[src/rtl/cpu_pkg.sv]
`default_nettype none
// ============================================================================
// Module      : cpu_pkg
// Description : Shared widths, opcode field bounds, opcode constants and the
//               fetch-stage state type used by the CPU front end.
// Revision    : 1.0 - initial release
// ============================================================================
package cpu_pkg;

  // Program memory and instruction geometry
  localparam int ADDR_W  = 5;
  localparam int INSTR_W = 32;

  // Opcode field position inside an instruction word
  localparam int OPC_HI = 31;
  localparam int OPC_LO = 27;

  // Opcode encodings
  localparam logic [4:0] OP_HALT = 5'b11111;
  localparam logic [4:0] OP_LDI  = 5'b10000;
  localparam logic [4:0] OP_ALU  = 5'b00000;
  localparam logic [4:0] OP_MEM  = 5'b00100;
  localparam logic [4:0] OP_STR  = 5'b11000;

  // Fetch stage state
  typedef enum logic [0:0] {
    RUN  = 1'b0,
    HALT = 1'b1
  } fetch_state_e;

endpackage : cpu_pkg
`default_nettype wire

[src/rtl/if_id_reg.sv]
`default_nettype none
// ============================================================================
// Module      : if_id_reg
// Description : IF/ID pipeline register. Captures a fetched instruction and
//               its address, holds it while decode is stalled, drops it once
//               it has been taken, and can be flushed by a redirect.
// Revision    : 1.0 - initial release
// ============================================================================
module if_id_reg #(
  parameter int ADDR_W  = 5,
  parameter int INSTR_W = 32
) (
  input  logic               clk,
  input  logic               rst_n,
  input  logic               i_load,   // capture i_instr/i_pc this edge
  input  logic               i_hold,   // keep current contents (decode stalled)
  input  logic               i_flush,  // invalidate, highest priority
  input  logic [INSTR_W-1:0] i_instr,
  input  logic [ADDR_W-1:0]  i_pc,
  output logic               o_valid,
  output logic [INSTR_W-1:0] o_instr,
  output logic [ADDR_W-1:0]  o_pc
);

  logic               r_valid;
  logic [INSTR_W-1:0] r_instr;
  logic [ADDR_W-1:0]  r_pc;

  // Pipeline register: flush beats load; without load, an un-held entry is
  // considered consumed and dropped. Payload is kept on flush/drop.
  always_ff @(posedge clk or negedge rst_n) begin
    if (!rst_n) begin
      r_valid <= 1'b0;
      r_instr <= '0;
      r_pc    <= '0;
    end else if (i_flush) begin
      r_valid <= 1'b0;
    end else if (i_load) begin
      r_valid <= 1'b1;
      r_instr <= i_instr;
      r_pc    <= i_pc;
    end else if (!i_hold) begin
      r_valid <= 1'b0;
    end
  end

  assign o_valid = r_valid;
  assign o_instr = r_instr;
  assign o_pc    = r_pc;

endmodule : if_id_reg
`default_nettype wire

[src/rtl/instr_fetch_unit.sv]
`default_nettype none
// ============================================================================
// Module      : instr_fetch_unit
// Description : Fetch stage in front of a 32-entry program memory. Owns the
//               PC, captures instructions into IF/ID with a valid/ready
//               handshake, honours branch redirects, stops on HALT and
//               counts captured instructions.
// Revision    : 1.0 - initial release
// ============================================================================
module instr_fetch_unit #(
  parameter int         ADDR_W  = cpu_pkg::ADDR_W,
  parameter int         INSTR_W = cpu_pkg::INSTR_W,
  parameter logic [4:0] HALT_OP = cpu_pkg::OP_HALT,
  parameter int         CNT_W   = 16
) (
  input  logic               clk,
  input  logic               rst_n,
  output logic [ADDR_W-1:0]  pmem_addr,
  input  logic [INSTR_W-1:0] pmem_data,
  input  logic               br_valid,
  input  logic [ADDR_W-1:0]  br_target,
  input  logic               id_ready,
  output logic               if_valid,
  output logic [INSTR_W-1:0] if_instr,
  output logic [ADDR_W-1:0]  if_pc,
  output logic               halted,
  output logic [CNT_W-1:0]   fetch_cnt
);

  import cpu_pkg::*;

  fetch_state_e       r_state;
  fetch_state_e       w_state_nxt;
  logic [ADDR_W-1:0]  r_pc;
  logic [ADDR_W-1:0]  w_pc_nxt;
  logic [CNT_W-1:0]   r_cnt;
  logic [CNT_W-1:0]   w_cnt_nxt;

  logic               w_advance;
  logic               w_is_halt;
  logic               w_load;
  logic               w_flush;
  logic               w_valid;

  // Opcode of the word currently returned by program memory
  assign w_is_halt = (pmem_data[OPC_HI:OPC_LO] == HALT_OP);

  // A new fetch can be captured when running and IF/ID is empty or draining
  assign w_advance = (r_state == RUN) && (!w_valid || id_ready);

  // State, PC and counter registers
  always_ff @(posedge clk or negedge rst_n) begin
    if (!rst_n) begin
      r_state <= RUN;
      r_pc    <= '0;
      r_cnt   <= '0;
    end else begin
      r_state <= w_state_nxt;
      r_pc    <= w_pc_nxt;
      r_cnt   <= w_cnt_nxt;
    end
  end

  // Next-state, next-PC and IF/ID control; a redirect overrides everything
  always_comb begin
    w_state_nxt = r_state;
    w_pc_nxt    = r_pc;
    w_cnt_nxt   = r_cnt;
    w_load      = 1'b0;
    w_flush     = 1'b0;
    if (br_valid) begin
      w_pc_nxt    = br_target;
      w_state_nxt = RUN;
      w_flush     = 1'b1;
    end else if (w_advance) begin
      w_load    = 1'b1;
      w_cnt_nxt = r_cnt + CNT_W'(1);
      if (w_is_halt) begin
        w_state_nxt = HALT;
      end else begin
        w_pc_nxt = r_pc + ADDR_W'(1);
      end
    end
  end

  if_id_reg #(
    .ADDR_W  (ADDR_W),
    .INSTR_W (INSTR_W)
  ) u_if_id_reg (
    .clk     (clk),
    .rst_n   (rst_n),
    .i_load  (w_load),
    .i_hold  (!id_ready),
    .i_flush (w_flush),
    .i_instr (pmem_data),
    .i_pc    (r_pc),
    .o_valid (w_valid),
    .o_instr (if_instr),
    .o_pc    (if_pc)
  );

  assign pmem_addr = r_pc;
  assign if_valid  = w_valid;
  assign halted    = (r_state == HALT);
  assign fetch_cnt = r_cnt;

endmodule : instr_fetch_unit
`default_nettype wire

[config.mk]
export PLATFORM = sky130hd
export DESIGN_NAME = instr_fetch_unit
export DESIGN_NICKNAME = d
export VERILOG_FILES = /design/src/rtl/cpu_pkg.sv /design/src/rtl/if_id_reg.sv /design/src/rtl/instr_fetch_unit.sv
export SDC_FILE = /design/constraint.sdc
export NUM_CORES = 1
export LEC_CHECK = 0
export BUFFER_PORTS_ARGS = -buffer_cell sky130_fd_sc_hd__buf_2
export CAP_MARGIN = 20
export CORE_MARGIN = 2
export CORE_UTILIZATION = 49
export DETAILED_ROUTE_END_ITERATION = 6
export PLACE_DENSITY_LB_ADDON = 0.08
export REMOVE_ABC_BUFFERS = 1
export SYNTH_ARGS = -nofsm -noshare
export SYNTH_HDL_FRONTEND = slang
export SYNTH_HIERARCHICAL = 1
export SYNTH_SLANG_ARGS = --single-unit
[constraint.sdc]
create_clock -name clk -period 2.43 [get_ports clk]
set_clock_uncertainty 0.15 [all_clocks]
set_input_delay 0.243 -clock clk [delete_from_list [all_inputs] [get_ports clk]]
set_output_delay 0.243 -clock clk [all_outputs]
set_load 0.02 [all_outputs]
==> flow_metrics.env <==
export IMPL_outcome="finished, final reports clean"
export IMPL_totalWireLength_mm=5.471
export IMPL_drive_gt1_share_pct=49.55
export IMPL_syn2layout_area_growth_pct=39.99
export IMPL_fin_crit_ns=1.934
export IMPL_r2r_start="u_if_id_reg/o_valid"
export IMPL_insertion_delay_ns=0.33
export IMPL_viasPerCell=4.751
export IMPL_synth_area_leaders="dfrtp_1 (56%), mux2_4 (17%), xnor2_1 (3.9%)"
export IMPL_synthArstFlopShare_pct=100.0
export IMPL_leakagePower_nw=1.878
export IMPL_coreArea_um2=5405
export IMPL_cts_htree_levels=3
export IMPL_antenna_cells=0
export IMPL_ys_warn_count=6
export IMPL_utilization_pct=69.93
export IMPL_r2r_slack_ns=0.50
export IMPL_required_ns=2.49
export IMPL_hold_path_class="in -> reg"
export IMPL_slew_limit_headroom_pct=53.33
export IMPL_rsz0062_at_grt="no"
export IMPL_grt_pass1_wl_mm=9.045
export IMPL_netlist_instances=185
export IMPL_holdPathEnd="u_if_id_reg/o_instr[29]"
export IMPL_drt_iter0_drc=61
export IMPL_cpLargestDelayFamily="simple AND/OR/NAND/NOR gates"
export IMPL_ys_seq_area_share_pct=55.61
export IMPL_dp_hpwl_mm=3.612
export IMPL_critPathSlowestCell="dfrtp_1"
export IMPL_cp_start_kind="flip-flop"
export IMPL_route_detailed_drc=0
export IMPL_die_h_um=78.23
export IMPL_gp_congestion=0.7303
export IMPL_period_share_pct=79.59
export IMPL_grt_max_degree=38
export IMPL_crit_path_max_fanout=37
export IMPL_cts_tree="built"
export IMPL_cap_viol_max_count=0
export IMPL_power_mw=3.086
export IMPL_arrival_ns=1.99
export IMPL_dp_cells=355
export IMPL_cp_cell_sequence="nor2b_2, nor3_1, nor2b_4, buf_12, mux2_2"
export IMPL_r2r_end="u_if_id_reg/o_instr[27]"
export IMPL_clkTransAtPathRegs_ns=0.06
export IMPL_crit_buf_inv=1
export IMPL_ys_ff_latch=60
export IMPL_synth_top_cells_by_count="dfrtp_1 (60), mux2_4 (30), xnor2_1 (12)"
export IMPL_fmax_mhz=517.1
export IMPL_drv_slew=0
export IMPL_syn_area_per_cell_um2=14.60
export IMPL_ff2ff_path_depth=5
export IMPL_cts_sinks=60
export IMPL_num_vias=1924
export IMPL_timing_final_hold_violations=0
export IMPL_die_area_um2=6120
export IMPL_clockBufferDepth=2
export IMPL_fin_tns_setup_ns=0
export IMPL_dominantRegCellSynth="dfrtp_1"
export IMPL_nets=371
export IMPL_end_kind="flip-flop"
export IMPL_layout_cells_non_filler=405
export IMPL_grt_pass1_vias=2002
export IMPL_start_util_pct=49.95
export IMPL_rows=27
export IMPL_setup_viol=0
export IMPL_die_w_um=78.23
export IMPL_grt_usage_pct=19.28
export IMPL_yosys_cell_count_top_type="dfrtp_1"
export IMPL_worstMarginPinSlew_ns=0.7000
export IMPL_numPortBuffers=100
export IMPL_io_pins=101
export IMPL_fillers=400
export IMPL_drtAntennaViolNets=0
export IMPL_cts_buffers=9
export IMPL_antenna_found_initial=0
export IMPL_peakVddDrop_v=0.0004951
export IMPL_synth_top_area_cell="dfrtp_1"
export IMPL_slowest_delay_ns=0.40
export IMPL_synth_edf_count=0
export IMPL_cts_resized=0
export IMPL_yosysTopAreaCellShare_pct=55.61
export IMPL_syn_area_um2=2700
export IMPL_ys_types=35
export IMPL_drt_pass1_iterations=3
export IMPL_root_buffer="clkbuf_8"
export IMPL_holdPathStages=2
export IMPL_wl_per_cell_um=13.51
export IMPL_worstSetupPathType="reg -> reg"
export IMPL_overflow=0
export IMPL_powerDensity_nw_per_um2=816.3
export IMPL_hold_start="pmem_data[29]"
[state kept, by name, summed over array words and instances, names as in the netlist]
register             count
fetch_cnt               16
pmem_addr                5
u_if_id_reg/o_valid      1
halted                   1
u_if_id_reg/o_instr     32
u_if_id_reg/o_pc         5
[through the flow]
| step | instance area (um2) | hold slack, ns | setup WS (ns) |
|---|---|---|---|
| final | 3780 | 0.01768 | 0.4960 |
| after global placement | 3257 | 0.1746 | 0.5543 |
| after global routing | 3780 | 0.01190 | 0.4046 |
| after floorplan | 2611 | -0.2026 | -0.6509 |
| after CTS | 3780 | 0.001705 | 0.4930 |
| after detailed placement | 3257 | 0.1778 | 0.5051 |
[layout by cell type (no fill, tap or decap), types with 2 or more instances in the layout]
cell type	Yosys	layout
mux2_1	2	2
nand2_1	9	9
and3_1	2	2
clkinv_2	0	5
nand3_1	6	6
mux2_2	8	8
buf_2	1	100
buf_4	0	2
nor3_1	5	5
inv_1	7	7
a311o_1	2	2
nor2_1	7	7
mux2_4	30	30
buf_12	4	2
dlygate4sd3_1	0	34
xor2_1	4	4
nand4_1	5	5
dfrtp_1	60	60
and4_4	2	2
clkbuf_8	0	9
ha_1	2	2
xnor2_1	12	12
[repair_timing]
action | CTS | global route
hold buffers | 34 | 0
setup buffers | 0 | 0
endpoints found under the hold margin | 63 | 0
[where the power goes]
group / leakage [nW] / internal [mW] / total [mW] / switching, mW
Sequential: 0.719 / 1.19 / 1.34 / 0.153
Combinational: 1.06 / 0.433 / 0.907 / 0.474
Clock: 0.0996 / 0.464 / 0.835 / 0.371
[how the worst max path moves through the flow]
stage	startpoint	to	slack (ns)	cells after the start
after floorplan	u_if_id_reg/o_valid	u_if_id_reg/o_instr[27]	-0.65	4
after global placement	u_if_id_reg/o_valid	u_if_id_reg/o_pc[4]	0.55	5
after detailed placement	u_if_id_reg/o_valid	u_if_id_reg/o_instr[27]	0.51	5
after CTS	u_if_id_reg/o_valid	u_if_id_reg/o_instr[27]	0.49	5
after global routing	u_if_id_reg/o_valid	u_if_id_reg/o_instr[27]	0.40	5
final	u_if_id_reg/o_valid	u_if_id_reg/o_instr[27]	0.50	5
[layout make-up]
cell class / instances / area (um2) / area share [%]
Timing Repair Buffer: 138 / 895.9 / 23.70
Sequential cell: 60 / 1501 / 39.72
Multi-Input combinational cell: 112 / 1084 / 28.67
Clock buffer: 10 / 127.6 / 3.376
Inverter: 7 / 26.28 / 0.6951
Clock inverter: 6 / 55.05 / 1.456
Tap cell: 72 / 90.09 / 2.383
[cell families after synthesis]
| logic type | Yosys count | synth area share (%) |
|---|---|---|
| adders and majority gates | 2 | 0.9266 |
| muxes | 41 | 21.22 |
| buffers and inverters | 13 | 4.263 |
| AOI/OAI and AO/OA | 7 | 2.363 |
| xor gates and xnor gates | 16 | 5.190 |
| DFF | 60 | 55.61 |
| and+or+nand+nor | 46 | 10.43 |
[metal layers]
| layer | track usage [%] | up-vias | share of wire (%) |
|---|---|---|---|
| met3 | 4.483 | 10 | 5.6 |
| met4 | 10.00 | 0 | 2.0 |
| met2 | 31.72 | 62 | 48 |
| met5 | 0 | - | 0 |
| li1 | - | 928 | - |
| met1 | 23.78 | 924 | 45 |
No activity file was read; power rests on OpenSTA's default activity.
